<file path="src/rtl/rr_arb4_dec.sv">
// Four-way round-robin arbiter driving a 2:4 decoder: registered select pair plus
// active-low one-hot strobes, with a dead gap after every release. Optional macro: ARB_TIMEOUT_EN.
module rr_arb4_dec #(
    parameter int GAP_CYCLES = 1,
    parameter int MAX_HOLD   = 16
) (
    input  logic       clk,
    input  logic       rst,
    input  logic [3:0] req,
    output logic       sel_a,
    output logic       sel_b,
    output logic [3:0] gnt_n,
    output logic       busy,
    output logic       timeout
);
    typedef enum logic [1:0] {
        ST_IDLE  = 2'd0,
        ST_GRANT = 2'd1,
        ST_GAP   = 2'd2
    } state_t;

    localparam logic [3:0] GAP_LAST  = 4'(GAP_CYCLES - 1);
    localparam logic [7:0] HOLD_LAST = 8'(MAX_HOLD - 1);

    state_t     state_q, state_d;
    logic [1:0] ptr_q, ptr_d;
    logic [1:0] idx_q, idx_d;
    logic [7:0] hold_q, hold_d;
    logic [3:0] gap_q, gap_d;
    logic [3:0] gnt_n_q, gnt_n_d;
    logic       busy_q, busy_d;
    logic       timeout_q, timeout_d;

    // Candidate k is requester (ptr+k) mod 4; the lowest requesting k wins.
    logic [1:0] cand_idx [4];
    logic [3:0] cand_hit;
    logic [1:0] winner;

    for (genvar gi = 0; gi < 4; gi++) begin : g_scan
        assign cand_idx[gi] = ptr_q + 2'(gi);
        assign cand_hit[gi] = req[cand_idx[gi]];
    end

    always_comb begin
        winner = cand_idx[0];
        for (int k = 3; k >= 0; k--) begin
            if (cand_hit[k]) begin
                winner = cand_idx[k];
            end
        end
    end

    always_comb begin
        state_d   = state_q;
        ptr_d     = ptr_q;
        idx_d     = idx_q;
        hold_d    = hold_q;
        gap_d     = gap_q;
        gnt_n_d   = gnt_n_q;
        busy_d    = busy_q;
        timeout_d = 1'b0;

        unique case (state_q)
            ST_IDLE: begin
                if (req != 4'b0000) begin
                    state_d = ST_GRANT;
                    idx_d   = winner;
                    gnt_n_d = ~(4'b0001 << winner);
                    busy_d  = 1'b1;
                    hold_d  = 8'd0;
                end
            end
            ST_GRANT: begin
                if (!req[idx_q]) begin
                    state_d = ST_GAP;
                    gnt_n_d = 4'b1111;
                    busy_d  = 1'b0;
                    ptr_d   = idx_q + 2'd1;
                    gap_d   = GAP_LAST;
                end
`ifdef ARB_TIMEOUT_EN
                else if (hold_q == HOLD_LAST) begin
                    // Owner still requesting at the limit: revoke as if it had released.
                    state_d   = ST_GAP;
                    gnt_n_d   = 4'b1111;
                    busy_d    = 1'b0;
                    ptr_d     = idx_q + 2'd1;
                    gap_d     = GAP_LAST;
                    timeout_d = 1'b1;
                end
`endif
                else if (hold_q != HOLD_LAST) begin
                    hold_d = hold_q + 8'd1;
                end
            end
            ST_GAP: begin
                if (gap_q == 4'd0) begin
                    state_d = ST_IDLE;
                end else begin
                    gap_d = gap_q - 4'd1;
                end
            end
            default: begin
                state_d = ST_IDLE;
                gnt_n_d = 4'b1111;
                busy_d  = 1'b0;
            end
        endcase
    end

    always_ff @(posedge clk) begin
        if (rst) begin
            state_q   <= ST_IDLE;
            ptr_q     <= 2'd0;
            idx_q     <= 2'd0;
            hold_q    <= 8'd0;
            gap_q     <= 4'd0;
            gnt_n_q   <= 4'b1111;
            busy_q    <= 1'b0;
            timeout_q <= 1'b0;
        end else begin
            state_q   <= state_d;
            ptr_q     <= ptr_d;
            idx_q     <= idx_d;
            hold_q    <= hold_d;
            gap_q     <= gap_d;
            gnt_n_q   <= gnt_n_d;
            busy_q    <= busy_d;
            timeout_q <= timeout_d;
        end
    end

    assign sel_a   = idx_q[1];
    assign sel_b   = idx_q[0];
    assign gnt_n   = gnt_n_q;
    assign busy    = busy_q;
    assign timeout = timeout_q;

endmodule
</file>
<file path="config.mk">
export PLATFORM = sky130hd
export DESIGN_NAME = rr_arb4_dec
export DESIGN_NICKNAME = d
export VERILOG_FILES = /design/src/rtl/rr_arb4_dec.sv
export SDC_FILE = /design/constraint.sdc
export NUM_CORES = 1
export LEC_CHECK = 0
export BUFFER_PORTS_ARGS = -buffer_cell sky130_fd_sc_hd__buf_2
export CORE_MARGIN = 5
export CORE_UTILIZATION = 30
export DETAILED_ROUTE_END_ITERATION = 7
export RECOVER_POWER = 25
export SKIP_LAST_GASP = 1
export SLEW_MARGIN = 20
export SYNTH_ARGS = -nofsm -noshare
export SYNTH_HDL_FRONTEND = slang
export SYNTH_SLANG_ARGS = --single-unit
</file>
<file path="constraint.sdc">
create_clock -name clk -period 2.58 [get_ports clk]
set_clock_uncertainty 0.2 [all_clocks]
set_input_delay 0 -clock clk [delete_from_list [all_inputs] [get_ports clk]]
set_output_delay 0 -clock clk [all_outputs]
set_load 0.005 [all_outputs]
</file>
==> flow_summary.yaml <==
outcome:
  run_status: "completed"
clock_tree:
  clock_tree_root: "sky130_fd_sc_hd__clkbuf_4"
  htree_levels: 1
  tritoncts.num_buffers: 3
  source_to_sink_clock_delay_at_the_later_pin_of_the_worst_skew_pair_ns: 0.28
  clk_path_buf_depth: 2
  postCtsResizedCells: 0
  cts_tree: "done"
  cts.sinks: 15
  clkSlewWorstSetupHoldPaths_ns: 0.08
finish:
  drive_above_1_share_pct: 18.9
  filler_cell_count: 278
  number_of_antenna_diodes: 0
  syn_to_final_growth_pct: 15.2
  layout_common_cells: "sky130_fd_sc_hd__dfxtp_1 (15), sky130_fd_sc_hd__nor2_1 (14), sky130_fd_sc_hd__a21oi_1 (7), sky130_fd_sc_hd__buf_2 (7), sky130_fd_sc_hd__clkbuf_1 (6)"
  nets: 115
  fin_util_pct: 36.9
  layout_commonest_cell: "sky130_fd_sc_hd__dfxtp_1"
worst_setup_path:
  worstPathRequired_ns: 2.61
  worst_path_dominant_cell_family: "multiplexers"
  critical-path-max-stage-delay_ns: 0.61
  crit_path_end_kind: "flop"
  timing.critical_path.buf_inv: 0
  cp_num_cells: 5
  crit_arrival_ns: 1.99
  critical_path.startpoint_type: "flop"
  ff2ff_path_depth: 5
  critical_path.slowest_cell: "sky130_fd_sc_hd__mux4_2"
  timing.critical_path.cells: "mux4_2 -> a221oi_4 -> nor2_2 -> a31oi_1 -> or2_1"
  path_class: "flop to flop"
  path_max_fanout: 5
synth:
  fraction_of_the_mapped_netlist_area_in_compound_gates_pct: 19.0
  synth_adder_area_share_pct: 3.10
  ys_types: 37
  syn_inst: 91
  synth_area_in_simple_gates_pct: 28.8
  postSynth.asyncResetShare_pct: 0
  syn_area_per_cell_sq_um: 8.88
  synth_top_family_by_area: "simple AND/OR/NAND/NOR gates"
  yosys_warnings: 0
  synth-edff-count: 0
  xor_xnor_cell_area_share_of_the_yosys_netlist_pct: 3.25
  part_of_the_yosys_area_used_for_sequential_elements_pct: 37.2
  ys_seq_elements: 15
  syn_area_sq_um: 808
  synthFlopType: "sky130_fd_sc_hd__dfxtp_1"
  muxShareOfSynthArea_pct: 4.02
  syn-num-nets: 99
global_routing:
  grt_pass1_wl_um: 2750
  grt_overflow_total: 0
  grt_pass1_vias: 665
  grt_start_max_net_pins: 17
  globalRouteTotalUtil_pct: 9.78
  grt_antenna_before_repair: 0
die:
  initial_utilization_pct: 32.0
  die-height_um: 61.9
  die-area_sq_um: 3830
  placeable_core_region_sq_um: 2520
  io_pins: 14
  standard_cell_row_count: 18
  die_span_x_um: 61.9
timing:
  hold_slack_ns: 0.0577
  maxSlewViolCount: 0
  timing.final.hold_violations: 0
  totalNegativeSetupSlack_ns: 0
  highest_attainable_clock_frequency_ghz: 0.510
  unrepaired_setup_endpoints_after_global_routing: "no"
  report.final.setup_viol: 0
  tightest_slew_ns: 0.558
  slew-limit-headroom_pct: 62.4
  period_minus_slack_ns: 1.96
  final_min_period_over_clock_period_pct: 76.0
placement:
  finalWeightedCongestion: 0.791
  buffer_ports.inserted: 12
  post_dp_hpwl_um: 1180
run:
  drv_cap: 0
pwr:
  largest_voltage_drop_on_the_vdd_net_mv: 0.445
  power_leakage_nw: 0.348
  powerDensity_nw_per_um2: 556
detailed_routing:
  detail_route.drc_violations: 0
  routed_wirelength_um: 1560
  drt-initial-drc-count: 22
  dr.pass1.iters: 4
  vias_per_cell: 4.92
  avgRoutedWirePerCell_um: 11.5
  route.antenna.remaining_nets: 0
  dr_total_vias: 669
worst_hold_path:
  number_of_cells_on_the_worst_hold_path: 5
  hold_class: "primary input to flop"
==> final cells by class <==
| class | count | area, sq um | share of cell area (%) |
|---|---|---|---|
| inverter | 5 | 18.8 | 2.02 |
| clock buffer | 4 | 26.3 | 2.82 |
| sequential | 15 | 300 | 32.3 |
| timing repair buffer | 14 | 73.8 | 7.93 |
| multi-input combinational | 68 | 474 | 50.9 |
| tap | 30 | 37.5 | 4.03 |
==> cells in the mapped netlist (2+ instances only) <==
| master | n | area [sq um] |
|---|---|---|
| sky130_fd_sc_hd__ha_1 | 2 | 25.0 |
| sky130_fd_sc_hd__and2b_2 | 3 | 26.3 |
| sky130_fd_sc_hd__nand2_1 | 5 | 18.8 |
| sky130_fd_sc_hd__xnor2_1 | 2 | 17.5 |
| sky130_fd_sc_hd__nand2b_1 | 3 | 18.8 |
| sky130_fd_sc_hd__nor3_1 | 5 | 25.0 |
| sky130_fd_sc_hd__nor2_1 | 14 | 52.6 |
| sky130_fd_sc_hd__dfxtp_1 | 15 | 300 |
| sky130_fd_sc_hd__o21ai_0 | 2 | 10.0 |
| sky130_fd_sc_hd__nor2b_1 | 2 | 12.5 |
| sky130_fd_sc_hd__clkbuf_1 | 2 | 7.51 |
| sky130_fd_sc_hd__a21oi_1 | 7 | 35.0 |
| sky130_fd_sc_hd__inv_1 | 5 | 18.8 |
==> worst paths after layout <==
| check | to | slack (ns) | from |
|---|---|---|---|
| setup / recovery | gnt_n[3] | 0.62 | idx_q[0] |
| hold / removal | gnt_n[0] | 0.06 | req[3] |
| hold reg to reg | busy | 0.27 | busy |
| setup reg to reg | gnt_n[3] | 0.62 | idx_q[0] |
==> state kept, by name, indices dropped and copies added (netlist names) <==
signal   count
idx_q        2
state_q      2
ptr_q        2
busy         1
gnt_n        4
gap_q        4
==> where the power goes <==
| part | total [mW] | switching (mW) | internal [mW] |
|---|---|---|---|
| combinational | 0.119 | 0.0649 | 0.0543 |
| sequential | 0.266 | 0.0172 | 0.249 |
| clock | 0.132 | 0.0718 | 0.0600 |
==> layer usage <==
metal | GRT usage [%] | share of wire [%] | vias up
met5 | 0 | 0 | -
met4 | 4.55 | 0.64 | 0
met3 | 2.89 | 5.3 | 2
met2 | 14.6 | 44 | 12
met1 | 12.9 | 50 | 310
li1 | - | - | 345
==> cells by family (layout without fill, tap and decap cells) <==
kind of cell | after synthesis | count (layout)
compound gates | 19 | 19
xor+xnor | 3 | 3
fa+ha+maj | 2 | 2
buf+inv | 8 | 23
flops | 15 | 15
mux | 2 | 2
other cells | 1 | 1
simple gates | 41 | 41
==> what timing repair did <==
| item | 4_1_cts | 5_1_grt |
|---|---|---|
| setup endpoints to repair | 0 | 0 |
| hold endpoints to repair | 15 | 0 |
| hold buffers | 2 | 0 |
| buffers inserted | 0 | 0 |
==> per-stage QoR <==
stage	total power [mW]	area (sq um)	instances	setup slack, ns
2_1_floorplan	0.356	808	91	0.727
3_3_place_gp	0.389	891	130	0.672
3_5_place_dp	0.392	891	130	0.612
4_1_cts	0.527	937	136	0.596
5_1_grt	0.559	931	136	0.514
6_report	0.517	931	136	0.620
==> worst reg2reg max path, delay by kind of cell (launching register included) <==
kind	cells	cell delay (ns)
simple gates	2	0.16
mux	1	0.61
flops	1	0.43
compound gates	2	0.52
No activity file was read; power rests on OpenSTA's default activity.
